File: config.mk
export PLATFORM = sky130hd
export DESIGN_NAME = pwm_channel
export DESIGN_NICKNAME = d
export VERILOG_FILES = /design/src/rtl/pwm_pkg.sv /design/src/rtl/pwm_channel.sv
export SDC_FILE = /design/constraint.sdc
export NUM_CORES = 1
export LEC_CHECK = 0
export CAP_MARGIN = 20
export CORE_MARGIN = 4
export CORE_UTILIZATION = 40
export DETAILED_ROUTE_END_ITERATION = 16
export PLACE_DENSITY = 0.64
export REMOVE_ABC_BUFFERS = 1
export SETUP_SLACK_MARGIN = 0.1
export SLEW_MARGIN = 5
export SYNTH_ARGS = -nofsm -noshare
export SYNTH_HDL_FRONTEND = slang
export SYNTH_SLANG_ARGS = --single-unit
File: constraint.sdc
create_clock -name clk -period 3.3 [get_ports clk]
set_input_delay 0.66 -clock clk [delete_from_list [all_inputs] [get_ports clk]]
set_output_delay 0.66 -clock clk [all_outputs]
set_load 0.01 [all_outputs]
File: src/rtl/pwm_pkg.sv
// Shared PWM constants and types used by the channel and the register-map code.
package pwm_pkg;
  localparam int CNT_WIDTH = 32;
  typedef logic [CNT_WIDTH-1:0] cnt_t;
endpackage

File: src/rtl/pwm_channel.sv
// Single-channel PWM generator. Period and duty are shadowed and only picked up
// at a period boundary (or whenever the channel is idle), so a host write never
// truncates or glitches the period in flight. Polarity is applied after the
// register so it takes effect immediately.
module pwm_channel
  import pwm_pkg::*;
#(
  parameter int CNT_WIDTH = pwm_pkg::CNT_WIDTH
) (
  input  logic                 clk,
  input  logic                 rst,
  input  logic                 en,
  input  logic [CNT_WIDTH-1:0] period,
  input  logic [CNT_WIDTH-1:0] duty_cycle,
  input  logic                 polarity,
  output logic                 out
);

  localparam logic [CNT_WIDTH-1:0] ONE = 1;

  logic [CNT_WIDTH-1:0] cnt_q,    cnt_d;
  logic [CNT_WIDTH-1:0] period_q, period_d;
  logic [CNT_WIDTH-1:0] duty_q,   duty_d;
  logic                 raw_q,    raw_d;

  // Next-state: idle tracks the inputs, running counts and reloads at the wrap.
  always_comb begin
    cnt_d    = cnt_q;
    period_d = period_q;
    duty_d   = duty_q;
    raw_d    = raw_q;
    if (!en || period_q == '0) begin
      // Halted, or a zero period: hold the output inactive and keep the shadows
      // following the host so the next start uses fresh values.
      cnt_d    = '0;
      raw_d    = 1'b0;
      period_d = period;
      duty_d   = duty_cycle;
    end else begin
      // duty >= period naturally yields 100% since cnt never reaches period.
      raw_d = (cnt_q < duty_q);
      if (cnt_q == period_q - ONE) begin
        cnt_d    = '0;
        period_d = period;
        duty_d   = duty_cycle;
      end else begin
        cnt_d = cnt_q + ONE;
      end
    end
  end

  // State register with synchronous reset overriding everything.
  always_ff @(posedge clk) begin
    if (rst) begin
      cnt_q    <= '0;
      period_q <= '0;
      duty_q   <= '0;
      raw_q    <= 1'b0;
    end else begin
      cnt_q    <= cnt_d;
      period_q <= period_d;
      duty_q   <= duty_d;
      raw_q    <= raw_d;
    end
  end

  assign out = raw_q ^ polarity;

endmodule

==> impl_metrics.env <==
export IMPL_leakage_nw=2.67
export IMPL_drt_initial_drc_count=322
export IMPL_power_density_nw_per_um2=378
export IMPL_cp_slowest_cell="or3b_2"
export IMPL_ys_seq_area_share_pct=33.4
export IMPL_cts_num_sinks=97
export IMPL_drc=0
export IMPL_finalClockSkew_ps=6.66
export IMPL_num_vias=5284
export IMPL_hold_violations=0
export IMPL_end_kind="flop"
export IMPL_grt_usage_pct=18.1
export IMPL_maxCapViolations=0
export IMPL_grt_use_met2_pct=29.6
export IMPL_cp_arrival_ps=3330
export IMPL_met3_usage_pct=2.53
export IMPL_pre_cts_ws_ps=-19.0
export IMPL_post_route_period_util_pct=92.8
export IMPL_max_vdd_ir_drop_v=0.000234
export IMPL_fin_util_pct=51.1
export IMPL_path_class="flop to flop"
export IMPL_antennaDiodeCount=0
export IMPL_core_area_sq_um=14000
export IMPL_drt_pass1_iterations=5
export IMPL_ys_warn_count=0
export IMPL_dpl_hpwl_um=10700
export IMPL_initial_utilization_pct=41.4
export IMPL_netlist_cell_type_count=50
export IMPL_synth_cells=714
export IMPL_final_antenna_net_count=0
export IMPL_h_tree_depth=3
export IMPL_cts_tree="built"
export IMPL_ys_seq_elements=97
export IMPL_routed_via_density=5.50
export IMPL_place_area_sq_um=6690
export IMPL_dieArea_sq_um=16500
export IMPL_grt_first_pass_wirelength_um=24300
export IMPL_cpLargestDelayFamily="simple AND/OR/NAND/NOR gates"
export IMPL_period_needed_ps=3060
export IMPL_fin_total_pwr_mw=2.71
export IMPL_grt_pass1_vias=5104
export IMPL_status="complete, no violations"
export IMPL_final_net_count=878
export IMPL_syn_area_per_cell_sq_um=8.15
export IMPL_dp_cells=941
export IMPL_crit_top_cell="buf_4"
export IMPL_wire_per_inst_um=15.5
export IMPL_worst_pin_slew_ps=656
export IMPL_insertion_delay_ps=350
export IMPL_die_y_um=129
export IMPL_cp_max_fo=25
export IMPL_wl_um=14900
export IMPL_path_cells="buf_4, nor4_4, buf_4, nand3_1, nor2_2, nand2_2, mux2i_1, a31oi_2, nor4_4, buf_4, buf_6, or3b_2, a21oi_1"
export IMPL_final_common_cell="dfxtp_1"
export IMPL_port_buffers=68
export IMPL_postCtsHoldBufs=0
export IMPL_cts_max_path_buffers=2
export IMPL_hold_path_class="flop to flop"
export IMPL_rows=43
export IMPL_root_buffer="clkbuf_16"
export IMPL_setup_viol=0
export IMPL_die_width_um=129
export IMPL_gr_total_overflow=0
export IMPL_relSlewSlack_pct=56.3
export IMPL_clk_pin_slew_ps=60
export IMPL_grt_max_degree=38
export IMPL_synthArstFlopShare_pct=0
export IMPL_grtUsageMet1_pct=23.9
export IMPL_fin_area_sq_um=7170
export IMPL_synth_edff_count=0
export IMPL_cts_buffers=9
export IMPL_antenna_found_initial=0
export IMPL_fmax_mhz=327
export IMPL_layout_drive_gt1_share_pct=13.1
export IMPL_critPathBufInv=4
export IMPL_grt_busiest_layer="met2"
export IMPL_syn2layout_area_growth_pct=23.3
export IMPL_max_stage_delay_ps=470
export IMPL_fin_cells=961
export IMPL_final_cell_mix="dfxtp_1, a21oi_1, clkdlybuf4s50_1, nor2_1, o21ai_0"
export IMPL_rsz0062_at_grt="true"
export IMPL_setup_slack_ps=239
export IMPL_gp_congestion=0.934
export IMPL_required_ps=3570
export IMPL_start_kind="flop"
export IMPL_final_max_slew_viol_count=0
export IMPL_ys_flop_type="dfxtp_1"
export IMPL_synth_area_sq_um=5820
export IMPL_ios=69
[metrics by stage]
step                setup TNS [ps]  hold WS (ps)
detailed placement           -19.0           519
finish                           0           533
global route                     0           557
global placement                 0           511
CTS                              0           530
floorplan                  -292880           471
[layer usage]
metal | part of all wire (%) | vias to the layer above
met5 | 0 | -
met4 | 2.5 | 0
met3 | 3.9 | 26
met2 | 47 | 112
met1 | 46 | 2505
li1 | - | 2641
[state kept, by name, summed over array words and instances, names as in the netlist]
name / count
cnt_q: 32
raw_q: 1
duty_q: 32
period_q: 32
[final cells by class]
class	instances	area, sq um
clock inverter	3	17.5
timing repair buffer	96	930
multi-input combinational	533	3650
sequential	97	1950
inverter	40	150
fill	1293	6870
tap	180	225
clock buffer	12	246
[kinds of logic after synthesis]
group / Yosys count / share of synthesized area, %
AOI/OAI and AO/OA: 183 / 17.4
xor gates and xnor gates: 73 / 11.0
adders and majority gates: 33 / 7.10
buffers and inverters: 84 / 6.48
DFF: 97 / 33.4
muxes: 4 / 0.688
and+or+nand+nor: 240 / 23.9
[power breakdown]
group	leakage [nW]	switching, mW	total [mW]	internal [mW]
Sequential	0.795	0.0401	1.26	1.22
Clock	0.128	0.435	0.960	0.525
Combinational	1.74	0.239	0.490	0.251
[Yosys cell counts, types with 7 or more instances]
| library cell | number | share of area, % |
|---|---|---|
| nand2_1 | 16 | 1.0 |
| nor3_1 | 14 | 1.2 |
| clkbuf_1 | 25 | 1.6 |
| ha_1 | 33 | 7.1 |
| nand3_1 | 18 | 1.5 |
| a21oi_1 | 76 | 6.5 |
| nor2_1 | 59 | 3.8 |
| nand4_1 | 16 | 1.7 |
| o21ai_1 | 17 | 1.5 |
| xnor2_1 | 37 | 5.6 |
| or3_1 | 39 | 4.2 |
| a21o_1 | 11 | 1.4 |
| nand2b_1 | 9 | 0.97 |
| dfxtp_1 | 97 | 33 |
| nor4_1 | 7 | 0.75 |
| o21ai_0 | 54 | 4.6 |
| buf_2 | 9 | 0.77 |
| or3b_2 | 26 | 3.9 |
| xor2_1 | 36 | 5.4 |
| and3_1 | 9 | 0.97 |
| inv_1 | 40 | 2.6 |
[final timing paths]
kind | start | slack [ps] | to | cells after the start
worst min-delay path | cnt_q[0] | 530 | cnt_q[0] | 1
worst max register to register | period_q[0] | 240 | period_q[20] | 13
worst max-delay path | period_q[0] | 240 | period_q[20] | 13
worst min register to register | cnt_q[0] | 530 | cnt_q[0] | 1
[timing repair]
| action | in CTS | in global routing |
|---|---|---|
| gates cloned | 2 | 0 |
| resized for setup | 16 | 24 |
| pin swaps | 5 | 9 |
| buffers inserted | 2 | 2 |
| endpoints found under the setup margin | 56 | 96 |
Note: power is estimated with default switching activity, not from simulation.
